[config.mk]
export PLATFORM = sky130hd
export DESIGN_NAME = pc_sequencer
export DESIGN_NICKNAME = d
export VERILOG_FILES = /design/src/rtl/pc_sequencer.sv
export SDC_FILE = /design/constraint.sdc
export NUM_CORES = 1
export LEC_CHECK = 0
export BUFFER_PORTS_ARGS = -buffer_cell sky130_fd_sc_hd__buf_2
export CAP_MARGIN = 20
export CORE_AREA = 2 2 117 119
export DETAILED_ROUTE_END_ITERATION = 8
export DIE_AREA = 0 0 119 121
export HOLD_SLACK_MARGIN = 0.06
export PLACE_DENSITY = 0.56
export SETUP_SLACK_MARGIN = 0.05
export SYNTH_ARGS = -nofsm -noshare
export SYNTH_HDL_FRONTEND = slang
export SYNTH_SLANG_ARGS = --single-unit
[constraint.sdc]
create_clock -name clk -period 10.7 [get_ports clk]
set_clock_uncertainty 0.15 [all_clocks]
set_input_delay 2.675 -clock clk [delete_from_list [all_inputs] [get_ports clk]]
set_output_delay 2.675 -clock clk [all_outputs]
set_load 0.05 [all_outputs]
[src/rtl/pc_sequencer.sv]
// pc_sequencer: owns the program counter and sequences instruction fetch.
// Each instruction takes a FETCH cycle followed by a WAIT cycle. In WAIT the
// decoder's flow opcode updates the pc. A small LIFO return stack backs
// CALL/RET. A stall input freezes every state update in every state.
module pc_sequencer #(
  parameter int unsigned     PC_W        = 16,
  parameter logic [PC_W-1:0] RESET_VEC   = {PC_W{1'b0}},
  parameter int unsigned     STACK_DEPTH = 4
) (
  input  logic            clk,
  input  logic            rst,
  input  logic            stall,
  input  logic            instr_valid,
  input  logic [2:0]      op,
  input  logic [PC_W-1:0] target,
  input  logic            zero_flag,
  input  logic            resume,
  output logic [PC_W-1:0] pc,
  output logic            fetch_en,
  output logic            pc_upd,
  output logic            halted,
  output logic            stack_ovf,
  output logic            stack_unf,
  output logic [1:0]      state
);

  localparam int unsigned IDX_W = (STACK_DEPTH > 1) ? $clog2(STACK_DEPTH) : 1;
  localparam int unsigned SP_W  = IDX_W + 1;

  localparam logic [2:0] OP_NEXT = 3'b000;
  localparam logic [2:0] OP_JMP  = 3'b001;
  localparam logic [2:0] OP_BRZ  = 3'b010;
  localparam logic [2:0] OP_BRNZ = 3'b011;
  localparam logic [2:0] OP_CALL = 3'b100;
  localparam logic [2:0] OP_RET  = 3'b101;
  localparam logic [2:0] OP_HALT = 3'b110;

  typedef enum logic [1:0] {
    ST_FETCH = 2'b00,
    ST_WAIT  = 2'b01,
    ST_HALT  = 2'b10
  } state_t;

  state_t            state_q, state_d;
  logic [PC_W-1:0]   pc_q, pc_d;
  logic              pc_upd_q, pc_upd_d;
  logic              ovf_q, ovf_d;
  logic              unf_q, unf_d;
  logic [SP_W-1:0]   sp_q, sp_d;
  logic [PC_W-1:0]   stack_q [STACK_DEPTH];

  logic [PC_W-1:0]   p1;
  logic              stack_full;
  logic              stack_empty;
  logic              push_en;
  logic [IDX_W-1:0]  wr_idx;
  logic [IDX_W-1:0]  top_idx;

  // Sequential-advance address and return-stack status.
  always_comb begin
    p1          = pc_q + PC_W'(1);
    stack_full  = (sp_q == SP_W'(STACK_DEPTH));
    stack_empty = (sp_q == '0);
    wr_idx      = sp_q[IDX_W-1:0];
    top_idx     = IDX_W'(sp_q - SP_W'(1));
  end

  // Next-state, pc update, stack pointer and sticky flags; stall freezes all.
  always_comb begin
    state_d = state_q;
    pc_d    = pc_q;
    sp_d    = sp_q;
    ovf_d   = ovf_q;
    unf_d   = unf_q;
    push_en = 1'b0;
    if (!stall) begin
      case (state_q)
        ST_FETCH: state_d = ST_WAIT;
        ST_WAIT: begin
          if (instr_valid) begin
            state_d = ST_FETCH;
            pc_d    = p1;
            case (op)
              OP_JMP:  pc_d = target;
              OP_BRZ:  if (zero_flag)  pc_d = target;
              OP_BRNZ: if (!zero_flag) pc_d = target;
              OP_CALL: begin
                if (stack_full) begin
                  ovf_d = 1'b1;
                end else begin
                  push_en = 1'b1;
                  sp_d    = sp_q + SP_W'(1);
                  pc_d    = target;
                end
              end
              OP_RET: begin
                if (stack_empty) begin
                  unf_d = 1'b1;
                end else begin
                  sp_d = sp_q - SP_W'(1);
                  pc_d = stack_q[top_idx];
                end
              end
              OP_HALT: state_d = ST_HALT;
              default: ; // NEXT and the reserved opcode both advance by one
            endcase
          end
        end
        ST_HALT: if (resume) state_d = ST_FETCH;
        default: state_d = ST_FETCH;
      endcase
    end
    pc_upd_d = (pc_d != pc_q);
  end

  // Control and pc registers with asynchronous active-low reset.
  always_ff @(posedge clk or negedge rst) begin
    if (!rst) begin
      state_q  <= ST_FETCH;
      pc_q     <= RESET_VEC;
      pc_upd_q <= 1'b0;
      ovf_q    <= 1'b0;
      unf_q    <= 1'b0;
      sp_q     <= '0;
    end else begin
      state_q  <= state_d;
      pc_q     <= pc_d;
      pc_upd_q <= pc_upd_d;
      ovf_q    <= ovf_d;
      unf_q    <= unf_d;
      sp_q     <= sp_d;
    end
  end

  // Return-stack storage; contents need no reset since the pointer is cleared.
  always_ff @(posedge clk) begin
    if (push_en) stack_q[wr_idx] <= p1;
  end

  assign pc        = pc_q;
  assign pc_upd    = pc_upd_q;
  assign stack_ovf = ovf_q;
  assign stack_unf = unf_q;
  assign state     = state_q;
  assign halted    = (state_q == ST_HALT);
  assign fetch_en  = (state_q == ST_FETCH) && !stall;

endmodule

# Yosys cells after proc, flatten, opt, wreduce, memory -nomap -nowiden

Memory sizes are Yosys's and may differ from the RTL's.
Cells that the tools add are included.

Flip-flop bits (word level): 24
Latch bits: 0
Memory bits (writable): 64
Memory bits (read-only): 0
Input port bits: 25
Logic and storage cells: 56
Memories kept: 1

Memories:

| name    | depth | width | rd ports | clocked after memory_dff | wr ports | line | source |
|---|---|---|---|---|---|---|---|
| stack_q | 4     | 16    | 1        | 0                        | 1        | 50   | `logic [PC_W-1:0] stack_q [STACK_DEPTH];` |

$add $sub $neg: 3
Multiply operators: 0
Divide/modulo/power cells: 0
Order comparisons: 0
Eq/ne operators: 14
Shift-type cells: 0
Muxes and demuxes: 22
Bitwise logic cells: 1
Reductions and logical operators: 9

Operator list:

| cell                                                                  | number |
|---|---|
| 16-bit two-way mux                                                    | 7 |
| 16-bit one-hot mux with 5 select lines                                | 1 |
| 16-bit by 1-bit adder with 16-bit output, second input constant       | 1 |
| 16-bit != test                                                        | 1 |
| 3-bit equality test, second input constant                            | 4 |
| 5-bit AND reduction                                                   | 2 |
| 2-bit != test, second input constant                                  | 4 |
| 1-bit two-way mux                                                     | 7 |
| 3-bit by 2-bit equality test with 1-bit output, second input constant | 2 |
| 2-bit two-way mux                                                     | 3 |
| 3-bit two-way mux                                                     | 2 |
| 2-bit one-hot mux with 3 select lines                                 | 1 |
| 3-bit one-hot mux with 2 select lines                                 | 1 |
| 6-bit AND reduction                                                   | 1 |
| 3-bit by 1-bit adder with 3-bit output, second input constant         | 1 |
| 3-bit by 1-bit equality test with 1-bit output, second input constant | 1 |
| 3-bit logical NOT                                                     | 1 |
| 3-bit AND reduction                                                   | 1 |
| 3-bit by 1-bit subtractor with 3-bit output, second input constant    | 1 |
| 2-bit by 1-bit equality test with 1-bit output, second input constant | 1 |
| 2-bit equality test, second input constant                            | 1 |
| 2-bit logical NOT                                                     | 1 |
| 2-bit nonzero test                                                    | 1 |
| 1-bit logical AND                                                     | 1 |
| other kinds (2)                                                       | 2 |

# Depth between registers and ports, before layout

Word-level depth: 8
Gate-level depth with buffers: 13

# Worst setup path before layout

Ideal clock, no wire load.

Kind: input to output
From: input port stall
To: output port fetch_en
Arrival time: 3,720 ps
Data required time: 7,875 ps
Setup slack: 4,155 ps
Stages: 1
Path buffers: 0
Cells stage by stage: nor3_1

Word-level cells in the longest chain between the ends: 2

Ends and longest elaborated chain:

| what               | line | source |
|---|---|---|
| start: declaration | 12   | `input logic stall,` |
| 1-bit logical NOT  | 146  | `assign fetch_en = (state_q == ST_FETCH) && !stall;` |
| 1-bit logical AND  | 146  |  |
| end: declaration   | 19   | `output logic fetch_en,` |

Every way passes these cells.

# Final worst setup path

Ends and elaborated chain as after synthesis.

==> run_results.csv <==
group,metric,value,unit
pwr,power.ir.vdd_worst,0.0000834,V
clock_network,insertion_delay,0.34,ns
finish,fin_area,0.00506,sq mm
timing,unrepaired_setup_endpoints_after_global_routing,"no",
pwr,power.share.combinational,38.7,%
finish,leading_cell_types_in_the_layout_fill_and_taps_excluded,"sky130_fd_sc_hd__edfxtp_1, sky130_fd_sc_hd__buf_2, sky130_fd_sc_hd__dfrtp_1, sky130_fd_sc_hd__nand2_1, sky130_fd_sc_hd__nor2_1",
setup_path,start_kind,"input port",
floorplan,die_width,119,um
min_path,hold_path_class,"flip-flop to flip-flop",
clock_network,tritoncts,"done",
timing,max_slew.worst_pin.slew,0.954,ns
placed_design,place_area,0.00478,sq mm
routing,wl_per_cell,19.4,um
pwr,power_density,253,mW/mm^2
synthesis,post-synth-top-area-cell,"sky130_fd_sc_hd__edfxtp_1",
placed_design,dp.cells,542,
grt,vias_in_the_first_global_route,3018,
synthesis,synth.yosys.seq_area_share,57.1,%
timing,setup_violations,0,
grt,grt_use_met2,24.8,%
grt,grt.busiest_layer,"met2",
setup_path,worstPathRequired,7.88,ns
timing,finalHoldViolCount,0,
grt,grtUsageTotal,15.7,%
timing,timing.final.max_slew_violations,0,
finish,finalNetCount,408,
synthesis,synth_area,0.00442,sq mm
floorplan,core.rowCount,42,
timing,fin_crit,6.05,ns
synthesis,synth.net_count,366,
synthesis,netlist-cell-type-count,62,
clock_network,cts_htree_levels,3,
floorplan,floorplan.initialDensity,33.8,%
routing,vias,2997,
finish,antennaDiodeCount,0,
placed_design,gp_routability_congestion,0.859,
setup_path,arrival_time_worst_endpoint,3.22,ns
floorplan,die_h,121,um
routing,detailedRoute.firstIterationViolations,295,
clock_network,clockBufferDepth,2,
synthesis,synth-seq-cells,88,
finish,drive_above_1_share,24.1,%
clock_network,cts_repair_resize_count,0,
finish,areaGrowthSynthToFinish,14.5,%
pwr,p_sw_share,39.3,%
synthesis,synthTopCellsByArea,"sky130_fd_sc_hd__edfxtp_1, sky130_fd_sc_hd__dfrtp_1, sky130_fd_sc_hd__mux4_2, sky130_fd_sc_hd__xnor2_1, sky130_fd_sc_hd__nand2_1",
finish,mostFrequentLayoutCell,"sky130_fd_sc_hd__edfxtp_1",
timing,portion_of_the_clock_cycle_consumed_by_the_worst_path_in_the_final_layout,56.5,%
synthesis,ys_async_sr_fraction,27.3,%
synthesis,syn-mean-instance-area,13.2,sq um
synthesis,post-synth-top-area-fraction,43.5,%
grt,global_route.overflow_total,0,
grt,gr-usage-met3,2.96,%
clock_network,ctsHoldBuffers,0,
floorplan,num_io_pins,48,
synthesis,synth_cells,335,
clock_network,cts.clk_slew.worst_paths,0.06,ns
pwr,power.net_switching,0.000503,W
pwr,seq_power_share,38.7,%
grt,grt_max_degree,25,
grt,grt_first_pass_wirelength,17.1,mm
finish,instances_no_fill,558,
synthesis,yosysWarningCount,0,
floorplan,core-area,0.0131,sq mm
clock_network,postCtsSetupRepairBufs,0,
routing,detail_route.vias_per_cell,5.37,
synthesis,synthFlopType,"sky130_fd_sc_hd__edfxtp_1",
clock_network,clock-sinks,88,
synthesis,synth_edf_count,64,
timing,setup_total_negative_slack,0,ns
grt,met1_usage,22.4,%
timing,slew_headroom,36.4,%
pwr,total_leakage_power,1.84,nW
setup_path,end_kind,"output port",
routing,postRouteWirelength,10.8,mm
setup_path,timing.setup.critical_path_class,"input port to output port",
pwr,power.share.clock,22.7,%
run_status,run_status,"finished clean",
placed_design,detailedPlacementHpwl,7.31,mm
clock_network,tritoncts.num_buffers,9,
grt,antenna_found_initial,0,
routing,remaining_drc_errors,0,
pwr,power_report.internal_total,0.000778,W
floorplan,dieArea,0.0144,sq mm
routing,drtPass1Iterations,5,
placed_design,io_buffer_count,47,
timing,fmax,0.165,GHz
setup_path,crit_fanout,6,
clock_network,cts.root.buffer_cell,"sky130_fd_sc_hd__clkbuf_16",
routing,antenna_violating_nets_post_route,0,
job,max-cap-violations,0,
sequential cells by signal, indices dropped and copies added, names as in the netlist:
signal,flops
stack_q,64
pc,16
sp_q,3
state,2
pc_upd,1
stack_ovf,1
stack_unf,1
path summary, 6_finish.rpt:
path	from	end	slack (ns)	depth (start not counted)
worst max-delay path	stall	fetch_en	4.65	3
worst min-delay path	stack_ovf$_DFFE_PN0P_	stack_ovf$_DFFE_PN0P_	0.31	2
worst max register to register	sp_q[0]$_DFFE_PN0P_	pc_upd$_DFF_PN0_	6.83	10
worst min register to register	stack_ovf$_DFFE_PN0P_	stack_ovf$_DFFE_PN0P_	0.31	2
max in group asynchronous	rst	pc[11]$_DFF_PN0_	7.80	1
min in group asynchronous	rst	state[0]$_DFFE_PN0P_	2.20	1
worst max-delay path, stage by stage:
cell and delay [ns]:
sky130_fd_sc_hd__buf_2 0.13, sky130_fd_sc_hd__nor3_1 0.13, sky130_fd_sc_hd__buf_2 0.29
logic make-up (layout without fill, tap and decap cells):
| group | count (synthesis) | after routing | synth area share (%) |
|---|---|---|---|
| AO/OA/AOI/OAI | 79 | 79 | 13.6 |
| XOR/XNOR | 20 | 20 | 3.96 |
| flip-flops | 88 | 88 | 57.1 |
| adder cells (fa/ha/maj) | 6 | 6 | 1.70 |
| multiplexers | 20 | 20 | 9.40 |
| buffers and inverters | 31 | 78 | 3.65 |
| AND/OR/NAND/NOR | 91 | 91 | 10.6 |
cell type report:
| cell class | instances | area (sq um) |
|---|---|---|
| Inverter | 12 | 45.0 |
| Sequential cell | 88 | 2520 |
| Tap cell | 176 | 220 |
| Fill cell | 1243 | 8030 |
| Multi-Input combinational cell | 216 | 1740 |
| Clock buffer | 12 | 246 |
| Clock inverter | 4 | 28.8 |
| Timing Repair Buffer | 50 | 258 |
synthesized netlist by cell type, types with 2 or more instances:
library cell	instances
sky130_fd_sc_hd__mux4_2	16
sky130_fd_sc_hd__a21oi_1	9
sky130_fd_sc_hd__o22ai_1	2
sky130_fd_sc_hd__or3_1	2
sky130_fd_sc_hd__a211oi_1	3
sky130_fd_sc_hd__o2111ai_1	3
sky130_fd_sc_hd__dfrtp_1	24
sky130_fd_sc_hd__buf_6	4
sky130_fd_sc_hd__mux2_2	2
sky130_fd_sc_hd__nor2b_1	3
sky130_fd_sc_hd__edfxtp_1	64
sky130_fd_sc_hd__nand2_1	23
sky130_fd_sc_hd__inv_1	12
sky130_fd_sc_hd__nor4_1	3
sky130_fd_sc_hd__xnor2_1	11
sky130_fd_sc_hd__nor3_1	6
sky130_fd_sc_hd__xor2_1	9
sky130_fd_sc_hd__ha_1	6
sky130_fd_sc_hd__clkbuf_1	8
sky130_fd_sc_hd__buf_2	3
sky130_fd_sc_hd__nor2_1	22
sky130_fd_sc_hd__a21boi_0	7
sky130_fd_sc_hd__nand4_1	4
sky130_fd_sc_hd__o21ai_0	12
sky130_fd_sc_hd__and2_1	5
sky130_fd_sc_hd__nand3_1	9
sky130_fd_sc_hd__a2111oi_0	2
sky130_fd_sc_hd__a22oi_1	6
sky130_fd_sc_hd__a222oi_1	4
sky130_fd_sc_hd__and3b_1	2
sky130_fd_sc_hd__o31ai_1	2
sky130_fd_sc_hd__a22o_1	4
sky130_fd_sc_hd__buf_4	3
sky130_fd_sc_hd__and3_1	3
sky130_fd_sc_hd__a21o_1	5
sky130_fd_sc_hd__a221oi_1	5
sky130_fd_sc_hd__o21bai_1	2
power by group through the flow:
stage | combinational (W) | clock [W] | sequential (W)
global placement | 0.000493 | 0 | 0.000501
CTS | 0.000503 | 0.000297 | 0.000495
floorplan | 0.000293 | 0 | 0.000576
global route | 0.000540 | 0.000311 | 0.000502
finish | 0.000496 | 0.000291 | 0.000496
detailed placement | 0.000500 | 0 | 0.000502
per-stage QoR:
stage	hold slack, ns	setup slack, ns	utilization [%]	power [W]
after floorplan	0.344	4.16	-	0.000869
after CTS	0.318	4.65	38.7	0.00129
after detailed placement	0.303	4.65	36.6	0.00100
final	0.315	4.65	38.7	0.00128
after global routing	0.368	4.61	38.7	0.00135
after global placement	0.301	4.66	36.6	0.000993
per-layer routing:
| layer | vias to the layer above | wire length, um |
|---|---|---|
| met5 | - | 0 |
| met4 | 0 | 84 |
| met3 | 8 | 580 |
| met2 | 85 | 5070 |
| met1 | 1522 | 5080 |
| li1 | 1382 | - |
(Power assumes the default switching activity.)
